**src/rtl/hadamard_16pt_ctrl.sv**
```systemverilog
// hadamard_16pt_ctrl: frame sequencer for the 16-point Hadamard datapath (hadamard_16pt).
// Latency: 16th sample accept at edge T -> hstart high T+1..T+LAT -> out_valid after edge T+LAT+2.
// Backpressure: in_ready drops while a full frame waits; out_valid/out_data hold until out_ready.
//
// Ports:
//   clk, rst_n          clock, synchronous active-low reset
//   in_valid/in_ready   serial signed 8-bit sample stream (in_data), x0 first
//   hx_flat, hstart     parallel frame and stage enable towards the datapath
//   hy_flat             16 signed 10-bit coefficients from the datapath
//   out_valid/out_ready coefficient stream (out_data, out_idx, out_last)
//   busy                any frame in flight (sequencer active or a buffer occupied)
//
// Build option: define HAD_CTRL_NORM_EN to output coefficients arithmetically
// shifted right by 2 (1/4-scaled transform); timing is identical either way.
module hadamard_16pt_ctrl #(
  parameter int LAT = 4
) (
  input  logic         clk,
  input  logic         rst_n,
  input  logic         in_valid,
  output logic         in_ready,
  input  logic [7:0]   in_data,
  output logic [127:0] hx_flat,
  output logic         hstart,
  input  logic [159:0] hy_flat,
  output logic         out_valid,
  input  logic         out_ready,
  output logic [9:0]   out_data,
  output logic [3:0]   out_idx,
  output logic         out_last,
  output logic         busy
);

  localparam int RW = (LAT > 1) ? $clog2(LAT) : 1;

  typedef enum logic [1:0] {IDLE, RUN, CAPT} state_t;

  state_t        state;
  logic [RW-1:0] run_cnt;
  logic [3:0]    in_cnt;
  logic          in_full;
  logic          out_busy;
  // Holds in_ready low while reset is asserted; it rises one cycle after release.
  logic          rdy_en;
  logic [7:0]    xbuf [16];
  logic [9:0]    ybuf [16];
  logic [9:0]    raw;

  assign in_ready  = rdy_en & ~in_full;
  assign out_valid = out_busy;
  assign out_last  = out_busy & (out_idx == 4'd15);
  assign busy      = (state != IDLE) | in_full | out_busy | (in_cnt != 4'd0);
  assign raw       = ybuf[out_idx];

`ifdef HAD_CTRL_NORM_EN
  assign out_data = 10'($signed(raw) >>> 2);
`else
  assign out_data = raw;
`endif

  // The frame buffer feeds the datapath directly; it cannot change while
  // in_full is set because no samples are accepted then.
  for (genvar k = 0; k < 16; k++) begin : g_hx
    assign hx_flat[8*k +: 8] = xbuf[k];
  end

  always_ff @(posedge clk) begin
    if (!rst_n) begin
      state    <= IDLE;
      run_cnt  <= '0;
      hstart   <= 1'b0;
      in_cnt   <= 4'd0;
      in_full  <= 1'b0;
      rdy_en   <= 1'b0;
      out_idx  <= 4'd0;
      out_busy <= 1'b0;
      for (int k = 0; k < 16; k++) begin
        xbuf[k] <= 8'd0;
        ybuf[k] <= 10'd0;
      end
    end else begin
      rdy_en <= 1'b1;

      // Input side: slot in_cnt takes the sample; the 16th beat wraps and marks the frame full.
      if (in_valid && in_ready) begin
        xbuf[in_cnt] <= in_data;
        in_cnt       <= in_cnt + 4'd1;
        if (in_cnt == 4'd15)
          in_full <= 1'b1;
      end

      // Output side: the beat at index 15 ends the drain.
      if (out_busy && out_ready) begin
        out_idx <= out_idx + 4'd1;
        if (out_idx == 4'd15)
          out_busy <= 1'b0;
      end

      case (state)
        IDLE: begin
          // Waiting for the drain keeps the output buffer intact until the
          // previous frame has fully left.
          if (in_full && !out_busy) begin
            state   <= RUN;
            hstart  <= 1'b1;
            run_cnt <= '0;
          end
        end
        RUN: begin
          // LAT enabled cycles with constant inputs overwrite every stage,
          // so nothing stale can reach the capture.
          if (run_cnt == RW'(LAT - 1)) begin
            state  <= CAPT;
            hstart <= 1'b0;
          end else begin
            run_cnt <= run_cnt + 1'b1;
          end
        end
        CAPT: begin
          for (int k = 0; k < 16; k++)
            ybuf[k] <= hy_flat[10*k +: 10];
          out_busy <= 1'b1;
          in_full  <= 1'b0;
          state    <= IDLE;
        end
        default: begin
          state  <= IDLE;
          hstart <= 1'b0;
        end
      endcase
    end
  end

endmodule

```
**config.mk**
```make
export PLATFORM = sky130hd
export DESIGN_NAME = hadamard_16pt_ctrl
export DESIGN_NICKNAME = d
export VERILOG_FILES = /design/src/rtl/hadamard_16pt_ctrl.sv
export SDC_FILE = /design/constraint.sdc
export NUM_CORES = 1
export LEC_CHECK = 0
export CAP_MARGIN = 20
export CORE_MARGIN = 5
export CORE_UTILIZATION = 40
export CTS_CLUSTER_DIAMETER = 200
export CTS_CLUSTER_SIZE = 20
export DETAILED_ROUTE_END_ITERATION = 16
export PLACE_DENSITY = 0.67
export REMOVE_ABC_BUFFERS = 1
export SETUP_SLACK_MARGIN = 0.15
export SYNTH_ARGS = -nofsm -noshare
export SYNTH_HDL_FRONTEND = slang
export SYNTH_SLANG_ARGS = --single-unit
```
**constraint.sdc**
```tcl
create_clock -name clk -period 15.45 [get_ports clk]
set_input_delay 3.09 -clock clk [delete_from_list [all_inputs] [get_ports clk]]
set_output_delay 3.09 -clock clk [all_outputs]
set_load 0.03 [all_outputs]
```
==> Flow_metrics.wiki, run 1 <==
{| class="wikitable"
! Metric !! Value
|-
| Result of the run || complete, no violations
|-
| Post-Syn Instances || 846
|-
| Hold buffer count at CTS || 0
|-
| Detailed-routing iteration count for the pre-antenna-repair pass || 5
|-
| Area of placed instances || 0.0161 mm²
|-
| Library cell used as clock root buffer || clkbuf_16
|-
| Warnings from Yosys || 0
|-
| Row count || 65
|-
| Final worst-path cycle share || 0.413
|-
| Placeable core region || 0.0314 mm²
|-
| Peak Freq || approximately 0.16 GHz
|-
| Deepest clock path buffer count || 3
|-
| CTS tree || done
|-
| Die area || 0.0352 mm²
|-
| Detailed-routed wire length on met3 || around 4500 µm
|-
| Footprint of the multi-input gates || 0.00333 mm²
|-
| Via count of the first global-routing pass || ~8000
|-
| Number of nets in the layout || around 1300
|-
| Top library cells by usage in the layout, fill and taps aside || clkdlybuf4s50_1, edfxtp_1, and2_1
|-
| Maximum fanout encountered on the critical timing path || 32
|-
| Starting density of the core || 0.402
|-
| CTS Buf Count || 19
|-
| Placer's final routability congestion estimate || between 0.8 and 0.9
|-
| Total length of routed met2 wires || 16200 µm
|-
| Number of library cell types mapped by synthesis || 36
|-
| Clock Latency Late Sink || 0.51 ns
|-
| Number of placed instances, taps included || 1524
|-
| Deepest level of the CTS H-tree || 1
|-
| Final-layout worst hold slack || 0.519 ns
|-
| Post-synthesis register bit count || 308
|-
| Length of routed wiring on met1 || 13800 µm
|-
| Fraction of layout cells with a size suffix above 1 || 0.0658
|-
| DRT antenna net count || 0
|-
| Leakage power of the design || 5.82 nW
|-
| Synth-to-layout area growth || 32.3%
|-
| Wirelength per Cell || 22.5 µm
|-
| Count of buffers from port buffering || 318
|-
| Unrepaired setup endpoints after global routing || no
|-
| Via count || 7976
|-
| Clock-pin slew reported for the worst setup and hold paths after clock tree synthesis || around 0.080 ns
|-
| Syn avg cell area || 14.9 µm²
|-
| Number of failing setup endpoints in the final timing report || 0
|-
| Number of antenna violations at the first check in global routing || 7
|-
| Uppermost routed layer || met5
|-
| Number of hold violations in the final report || 0
|-
| GRT Residual Overflow || 0
|-
| Wire length of the first global-routing pass || 51200 µm
|-
| Pin slew with the least headroom to its limit || 1.09 ns
|-
| Endpoint required time on the critical path || approximately 12 ns
|-
| Setup repair bufs after CTS || 0
|-
| Core Util, Final || 0.532
|-
| Sinks on Clock Net || 308
|-
| Final WL || around 35000 µm
|-
| Slew HR || 0.276
|-
| Total of max-cap violations || 0
|-
| Post-Route Setup TNS || 0 ns
|-
| Post-detail-place hpwl || 24700 µm
|-
| Final critical path time including I/O delays and setup || 6.38 ns
|-
| Vertical die dimension || 188 µm
|-
| Final non-filler cell total || 1560
|-
| IR drop worst, VDD || around 0.070 mV
|-
| DRC violation count after routing || 0
|-
| Horiz. Die Dim || between 150 and 200 µm
|-
| Sequential cell area fraction in the yosys report || 0.717
|-
| Category of the worst setup path capture point || primary output
|-
| Num ports || 319
|-
| Most common cell after layout, fill and taps aside || clkdlybuf4s50_1
|-
| Flip-flop cell with the highest count after synthesis || edfxtp_1
|-
| EDFF count, synth || 288
|-
| Pwr/cell area || 95.2 mW/mm²
|-
| Async set or reset register ratio after synthesis || 0
|-
| Post-synthesis instance area || 0.0126 mm²
|-
| Data arrival time of the critical path || about 3.3 ns
|-
| Pins Over Slew Limit || 0
|-
| Fill cell count || about 2600
|-
| Register area || 0.00905 mm²
|-
| Number of instances resized during post-cts repair || 0
|-
| Worst min path class || reg2reg
|-
| Worst Setup Start Kind || register
|-
| Total GRT Usage || 0.192
|-
| Maximum number of pins on one net before global-route repair || roughly 100
|-
| Mean number of vias per cell || 5.11
|-
| Final cell area excluding filler cells || 0.0167 mm²
|-
| Count of routing violations after the opening detailed-route iteration || 647
|-
| Critical path class || reg2out
|-
| Final Skew || 0.0199 ns
|}
==> sequential cells by signal (all words and copies together), names as in the netlist, named ones only <==
| signal | cells |
|---|---|
| hstart | 1 |
| in_cnt | 4 |
| in_full | 1 |
| out_idx | 4 |
| out_valid | 1 |
| rdy_en | 1 |
| run_cnt | 2 |
| state | 2 |
| xbuf | 128 |
| ybuf | 160 |
==> logic make-up (layout without fill, tap and decap cells) <==
kind of cell | Yosys count | in the layout | synth area share
AOI/OAI and AO/OA | 46 | 46 | 0.0230
xor gates and xnor gates | 5 | 5 | 0.00347
adders and majority gates | 6 | 6 | 0.00595
buffers and inverters | 56 | 365 | 0.0212
DFF | 308 | 308 | 0.717
muxes | 41 | 41 | 0.0757
other | 0 | 3 | 0
and+or+nand+nor | 384 | 384 | 0.154
==> layout make-up <==
type                    instances  area share
repair buffers                333       0.196
flip-flops and latches        308       0.542
multi-input cells             482       0.199
clock buffers                  25      0.0298
well taps                     402      0.0301
clock inverters                 1    0.000974
inverters                       6     0.00135
diodes                          3    0.000450
==> synthesized netlist by cell type, types with 4 or more instances <==
cell type | n | area, µm²
and2_1 | 170 | 1060
a22oi_1 | 20 | 150
xor2_1 | 4 | 35.0
buf_2 | 16 | 80.1
inv_1 | 6 | 22.5
ha_1 | 6 | 75.1
mux4_2 | 28 | 631
nand2_2 | 4 | 25.0
clkbuf_1 | 20 | 75.1
edfxtp_1 | 288 | 8650
nand2b_1 | 4 | 25.0
buf_1 | 9 | 33.8
a21oi_1 | 6 | 30.0
nand3_1 | 5 | 25.0
nand2_1 | 48 | 180
nor2_1 | 136 | 510
o21ai_0 | 17 | 85.1
dfxtp_1 | 20 | 400
nor2b_1 | 5 | 31.3
mux4_1 | 12 | 315
==> power by group <==
| group | internal [mW] | leakage (nW) | switching, mW | total [mW] |
|---|---|---|---|---|
| Sequential | 0.942 | 3.13 | 0.0107 | 0.952 |
| Combinational | 0.0739 | 2.44 | 0.0748 | 0.149 |
| Clock | 0.228 | 0.248 | 0.261 | 0.489 |
==> through the flow <==
step | worst slack [ns] | total power, mW
2_1_floorplan | 2.87 | 1.04
3_3_place_gp | 9.40 | 1.12
3_5_place_dp | 9.22 | 1.12
4_1_cts | 8.99 | 1.60
5_1_grt | 8.85 | 1.65
6_report | 9.07 | 1.59
==> path summary, 6_finish.rpt <==
| check | slack, ns | depth (start not counted) | start | endpoint |
|---|---|---|---|---|
| max reg2reg | 12.79 | 4 | rdy_en | xbuf[0][6] |
| min reg2reg | 0.52 | 2 | out_idx[1] | register |
| max | 9.07 | 5 | register | out_data[0] |
| min | 0.52 | 2 | out_idx[1] | register |
==> metal layers <==
layer	track usage	vias to the layer above
li1	-	3649
met1	0.244	3907
met2	0.309	363
met3	0.0925	47
met4	0.0291	10
met5	0	-
==> worst max-delay path, cell delays in order, from the launching register on <==
cell             delay, ns
dfxtp_2               0.53
buf_4                 0.57
mux4_1                0.63
a22oi_1               0.31
nand2_1               0.09
clkdlybuf4s50_1       0.61
Power figures use the tool's default switching activity.
==> run 2: changes to the inputs <==
--- a/config.mk
+++ b/config.mk
@@ -11,7 +11,7 @@
 export CTS_CLUSTER_DIAMETER = 200
 export CTS_CLUSTER_SIZE = 20
 export DETAILED_ROUTE_END_ITERATION = 16
-export PLACE_DENSITY = 0.67
+export PLACE_DENSITY = 0.7
 export REMOVE_ABC_BUFFERS = 1
 export SETUP_SLACK_MARGIN = 0.15
 export SYNTH_ARGS = -nofsm -noshare
==> constraint.sdc (replaced) <==
create_clock -name clk -period 5.4 [get_ports clk]
set_input_delay 1.08 -clock clk [delete_from_list [all_inputs] [get_ports clk]]
set_output_delay 1.08 -clock clk [all_outputs]
set_load 0.03 [all_outputs]
==> Flow_metrics.wiki, run 2 (synthesis gave the netlist of run 1 again) <==
{| class="wikitable"
! Metric !! Value
|-
| Library cell used as clock root buffer || clkbuf_16
|-
| Final non-filler cell total || 1569
|-
| Number of antenna violations at the first check in global routing || 5
|-
| Register with the highest flop count || ybuf
|-
| Final WL || 34400 µm
|-
| Via count || 8133
|-
| Starting density of the core || 0.402
|-
| Final-layout worst hold slack || 0.512 ns
|-
| DP Worst Slack || 1.51 ns
|-
| Reg2Reg Capture Point || xbuf[6][0]
|-
| Most common cell after layout, fill and taps aside || clkdlybuf4s50_1
|-
| Maximum fanout encountered on the critical timing path || 21
|-
| Share of power burned in combinational logic || 0.094
|-
| Slew HR || 0.298
|-
| Fill cell count || 2552
|-
| Overall power || between 4 and 5 mW
|-
| Number of nets in the layout || 1333
|-
| Critical path class || reg2out
|-
| CTS Buf Count || 19
|-
| Slowest-stage cell, CP || dfxtp_2
|-
| Top library cells by usage in the layout, fill and taps aside || clkdlybuf4s50_1, edfxtp_1, and2_1
|-
| Count of routing violations after the opening detailed-route iteration || 633
|-
| Number of failing setup endpoints in the final timing report || 0
|-
| Number of instances resized during post-cts repair || 0
|-
| Biggest regs || ybuf x160, xbuf x128
|-
| CTS tree || done
|-
| Cells traversed along the worst timing path || buf_12 > mux4_1 > a22oi_1 > nand2_1 > clkdlybuf4s50_1
|-
| Maximum number of pins on one net before global-route repair || 153
|-
| Final Skew || 0.0128 ns
|-
| Total GRT Usage || 0.189
|-
| Setup slack on the worst flop-to-flop path || roughly 2.8 ns
|-
| Pin slew with the least headroom to its limit || 1.04 ns
|-
| Final worst-path cycle share || 0.792
|-
| Total of max-cap violations || 0
|-
| Leakage power of the design || between 5 and 6 nW
|-
| Row count || 65
|-
| Mean number of vias per cell || 5.18
|-
| Sequential group share of total power || 0.593
|-
| Count of buffers from port buffering || 318
|-
| Worst min path class || reg2reg
|-
| Number of placed instances, taps included || around 1500
|-
| GRT Residual Overflow || 0
|-
| Switching fraction of total power || 0.220
|-
| Startpoint of the worst register-to-register path || rdy_en
|-
| Wirelength per Cell || about 22 µm
|-
| Register-to-Register Path Depth || 4
|-
| Peak Freq || 0.234 GHz
|-
| Placeable core region || between 0.03 and 0.04 mm²
|-
| Worst Slack Setup Final || 1.12 ns
|-
| Setup repair bufs after CTS || 0
|-
| Fraction of layout cells with a size suffix above 1 || 0.0686
|-
| IR drop worst, VDD || around 0.19 mV
|-
| DRC violation count after routing || 0
|-
| Power dissipated by switching net loads || 1.01 mW
|-
| Hold buffer count at CTS || 0
|-
| Num ports || between 300 and 400
|-
| Clock-pin slew reported for the worst setup and hold paths after clock tree synthesis || 0.08 ns
|-
| Flip-flop count of the largest register after layout || 160
|-
| Horiz. Die Dim || 188 µm
|-
| Footprint of the multi-input gates || approximately 0.0033 mm²
|-
| Internal power || 3.58 mW
|-
| Data arrival time of the critical path || around 3.2 ns
|-
| Crit-path max cell delay || 0.86 ns
|-
| Number of hold violations in the final report || 0
|-
| Unrepaired setup endpoints after global routing || no
|-
| Wire length of the first global-routing pass || 51300 µm
|-
| Endpoint required time on the critical path || about 4.3 ns
|-
| Pins Over Slew Limit || 0
|-
| Vertical die dimension || 188 µm
|-
| Post-detail-place hpwl || 24000 µm
|-
| Die area || ~0.035 mm²
|-
| Worst Setup Start Kind || register
|-
| Clock Latency Late Sink || around 0.50 ns
|-
| Deepest level of the CTS H-tree || 1
|-
| Relative contribution of the clock network to total power || 0.312
|-
| Sinks on Clock Net || 308
|-
| DRT antenna net count || 0
|-
| Antenna Diode Count || 0
|-
| Pwr/cell area || roughly 270 mW/mm²
|-
| Deepest clock path buffer count || 3
|-
| Synth-to-layout area growth || 33.0%
|-
| Placer's final routability congestion estimate || 0.831
|-
| Critical Path End || out_data[4]
|-
| Final critical path time including I/O delays and setup || 4.28 ns
|-
| Result of the run || complete, no violations
|-
| Via count of the first global-routing pass || around 8300
|-
| Register area || between 0.009 and 0.01 mm²
|-
| Critical hold path startpoint || state[1]
|-
| Category of the worst setup path capture point || primary output
|-
| Detailed-routing iteration count for the pre-antenna-repair pass || 6
|}
[run 2: changes by cell type in the layout (fill, tap and decap cells not counted), sizes merged]
cell,change
clkbuf,+11
diode,-3
buf,+1
[run 2: power by group through the flow]
stage	Combinational, mW	Clock (mW)	Sequential (mW)
3_3_place_gp	0.432	0	2.77
5_1_grt	0.457	1.57	2.73
4_1_cts	0.435	1.48	2.72
3_5_place_dp	0.431	0	2.78
6_report	0.434	1.43	2.72
2_1_floorplan	0.0928	0	2.87
[run 2: how the worst min path moves through the flow]
stage	cells past startpoint	slack [ns]	endpoint
3_5_place_dp	2	0.49	run_cnt[1]
6_report	1	0.51	state[1]
5_1_grt	1	0.54	state[1]
4_1_cts	2	0.51	run_cnt[1]
2_1_floorplan	2	0.46	run_cnt[1]
3_3_place_gp	2	0.48	run_cnt[1]
[run 2: routing by layer]
layer	wire length [µm]	track usage
met1	13600	0.246
met2	15900	0.302
met3	4240	0.0832
met5	73	0
met4	578	0.0294
[run 2: per-stage QoR]
stage | utilization | setup TNS (ns) | area [µm²]
6_report | 0.535 | 0 | 16800
5_1_grt | 0.535 | 0 | 16800
4_1_cts | 0.533 | 0 | 16700
3_5_place_dp | 0.516 | 0 | 16200
3_3_place_gp | 0.516 | 0 | 16200
2_1_floorplan | - | -1155.09 | 12400
[run 2: cell type report]
type	instances	share of cell area
flip-flops and latches	308	0.539
repair buffers	338	0.200
multi-input cells	482	0.198
clock buffers	32	0.0312
well taps	402	0.0300
inverters	6	0.00134
clock inverters	1	0.000969
[run 2: worst max-delay path: cells and delay by family (launching register included)]
family	cells	cell delay, ns
and+or+nand+nor	1	0.12
DFF	1	0.86
buffers and inverters	2	0.90
muxes	1	0.57
AOI/OAI and AO/OA	1	0.24
==> run 3: changes to the inputs <==
==> constraint.sdc (replaced) <==
create_clock -name clk -period 3.61 [get_ports clk]
set_input_delay 0.722 -clock clk [delete_from_list [all_inputs] [get_ports clk]]
set_output_delay 0.722 -clock clk [all_outputs]
set_load 0.03 [all_outputs]
==> Flow_metrics.wiki, run 3 (synthesis gave the netlist of run 1 again) <==
{| class="wikitable"
! Metric !! Value
|-
| Pin slew with the least headroom to its limit || 0.878 ns
|-
| Unrepaired setup endpoints after global routing || yes
|-
| Deepest level of the CTS H-tree || 1
|-
| Crit-path max cell delay || 0.61 ns
|-
| Slew HR || 0.412
|-
| Number of failing setup endpoints in the final timing report || 0
|-
| Core Util, Final || 0.541
|-
| Placeable core region || 0.0314 mm²
|-
| Power dissipated by switching net loads || 1.53 mW
|-
| Setup slack on the worst flop-to-flop path || approximately 1.6 ns
|-
| Maximum number of pins on one net before global-route repair || 102
|-
| Critical hold path startpoint || in_full
|-
| DP Worst Slack || 0.667 ns
|-
| Wirelength per Cell || 22.2 µm
|-
| Number of hold violations in the final report || 0
|-
| Post-detail-place hpwl || approximately 25000 µm
|-
| Hold buffer count at CTS || 0
|-
| Worst Hold Path EP || in_full
|-
| Critical path class || reg2out
|-
| Most common cell after layout, fill and taps aside || clkdlybuf4s50_1
|-
| Leakage power of the design || 6.07 nW
|-
| Total GRT Usage || 0.193
|-
| Startpoint of the worst register-to-register path || state[1]
|-
| Row count || 65
|-
| Num ports || between 300 and 400
|-
| Post-Route Setup TNS || 0 ns
|-
| Number of nets in the layout || approximately 1300
|-
| Switching fraction of total power || 0.222
|-
| Worst Setup Start Kind || register
|-
| Wire length of the first global-routing pass || 52500 µm
|-
| Relative contribution of the clock network to total power || 0.313
|-
| Endpoint required time on the critical path || roughly 2.9 ns
|-
| Slowest-stage cell, CP || clkdlybuf4s50_1
|-
| Final critical path time including I/O delays and setup || 3.34 ns
|-
| Clock-pin slew reported for the worst setup and hold paths after clock tree synthesis || 0.08 ns
|-
| Overall power || 6.89 mW
|-
| Total of max-cap violations || 0
|-
| Share of power burned in combinational logic || 0.097
|-
| Final worst-path cycle share || 0.926
|-
| Mean number of vias per cell || 5.13
|-
| CTS Buf Count || 19
|-
| Biggest regs || ybuf x160, xbuf x128
|-
| CTS tree || done
|-
| Top library cells by usage in the layout, fill and taps aside || clkdlybuf4s50_1, edfxtp_1, and2_1
|-
| Peak Freq || 0.299 GHz
|-
| Fill cell count || approximately 2500
|-
| Worst min path class || reg2reg
|-
| Reg2Reg Capture Point || ybuf[15][0]
|-
| Via count of the first global-routing pass || about 8400
|-
| Horiz. Die Dim || ~190 µm
|-
| Cells traversed along the worst timing path || bufbuf_16 > mux4_2 > a22oi_1 > nand2_1 > clkdlybuf4s50_1
|-
| Deepest clock path buffer count || 3
|-
| Maximum fanout encountered on the critical timing path || 20
|-
| Setup repair bufs after CTS || 0
|-
| Number of antenna violations at the first check in global routing || 5
|-
| Result of the run || complete, no violations
|-
| Register-to-Register Path Depth || 3
|-
| IR drop worst, VDD || 0.337 mV
|-
| Cell depth of the worst min-delay path || 2
|-
| Detailed-routing iteration count for the pre-antenna-repair pass || 5
|-
| Final Skew || 0.0222 ns
|-
| Fraction of layout cells with a size suffix above 1 || 0.0811
|-
| Library cell used as clock root buffer || clkbuf_16
|-
| Count of buffers from port buffering || 318
|-
| Pwr/cell area || around 410 mW/mm²
|-
| Vertical die dimension || around 190 µm
|-
| DRC violation count after routing || 0
|-
| Register with the highest flop count || ybuf
|-
| Synth-to-layout area growth || 34.6%
|-
| Flip-flop count of the largest register after layout || 160
|-
| Starting density of the core || 0.402
|-
| Via count || around 8100
|-
| Category of the worst setup path capture point || primary output
|-
| Internal power || roughly 5.4 mW
|-
| Clock Latency Late Sink || 0.51 ns
|-
| Count of routing violations after the opening detailed-route iteration || just under 600
|-
| Worst Slack Setup Final || 0.267 ns
|-
| DRT antenna net count || 0
|-
| Final WL || 35300 µm
|-
| Data arrival time of the critical path || 2.62 ns
|-
| Die area || around 0.035 mm²
|-
| Placer's final routability congestion estimate || approximately 0.8
|-
| Sequential group share of total power || 0.591
|-
| GRT Residual Overflow || 0
|-
| Pins Over Slew Limit || 0
|-
| Sinks on Clock Net || 308
|}
==> run 3: worst max path at each step <==
stage | from | endpoint | depth (start not counted) | slack, ns
3_3_place_gp | register | out_data[8] | 5 | 0.69
2_1_floorplan | state[1] | ybuf[0][0] | 2 | -8.97
5_1_grt | register | out_data[7] | 5 | 0.12
3_5_place_dp | register | out_data[6] | 5 | 0.67
6_report | register | out_data[7] | 5 | 0.27
4_1_cts | register | out_data[8] | 5 | 0.15
==> run 3: what timing repair did <==
action,4_1_cts,5_1_grt
setup endpoints to repair,3,10
resized for setup,0,10
cloned,1,0
==> run 3: worst max-delay path, delay by kind of cell, from the launching register on <==
family / cells / cell delay (ns)
AOI/OAI and AO/OA: 1 / 0.14
and+or+nand+nor: 1 / 0.09
buffers and inverters: 2 / 0.97
DFF: 1 / 0.39
muxes: 1 / 0.51
==> run 3: layout make-up <==
cell class | count | area (µm²) | area share
inverters | 6 | 22.5 | 0.00133
diodes | 2 | 5.00 | 0.000294
clock inverters | 1 | 16.3 | 0.000957
repair buffers | 354 | 3550 | 0.209
flip-flops and latches | 308 | 9050 | 0.533
clock buffers | 32 | 524 | 0.0308
multi-input cells | 482 | 3320 | 0.196
well taps | 402 | 503 | 0.0296
==> run 3: power groups by stage <==
| stage | registers (mW) | clock network (mW) | logic [mW] |
|---|---|---|---|
| global route | 4.09 | 2.33 | 0.700 |
| CTS | 4.07 | 2.20 | 0.671 |
| detailed placement | 4.15 | 0 | 0.665 |
| global placement | 4.15 | 0 | 0.664 |
| finish | 4.07 | 2.15 | 0.666 |
| floorplan | 4.29 | 0 | 0.139 |
==> run 3: stage by stage <==
step | hold WS (ns) | cells | area [µm²]
2_1_floorplan | 0.461 | 796 | 12400
3_3_place_gp | 0.477 | 1551 | 16400
3_5_place_dp | 0.510 | 1551 | 16400
4_1_cts | 0.521 | 1585 | 17000
5_1_grt | 0.555 | 1585 | 17000
6_report | 0.515 | 1587 | 17000
==> run 3: metal layers <==
metal / wire, µm / global-route usage
met1: 13500 / 0.243
met2: 16400 / 0.313
met3: 4610 / 0.0877
met4: 758 / 0.0381
met5: 52 / 0.00824
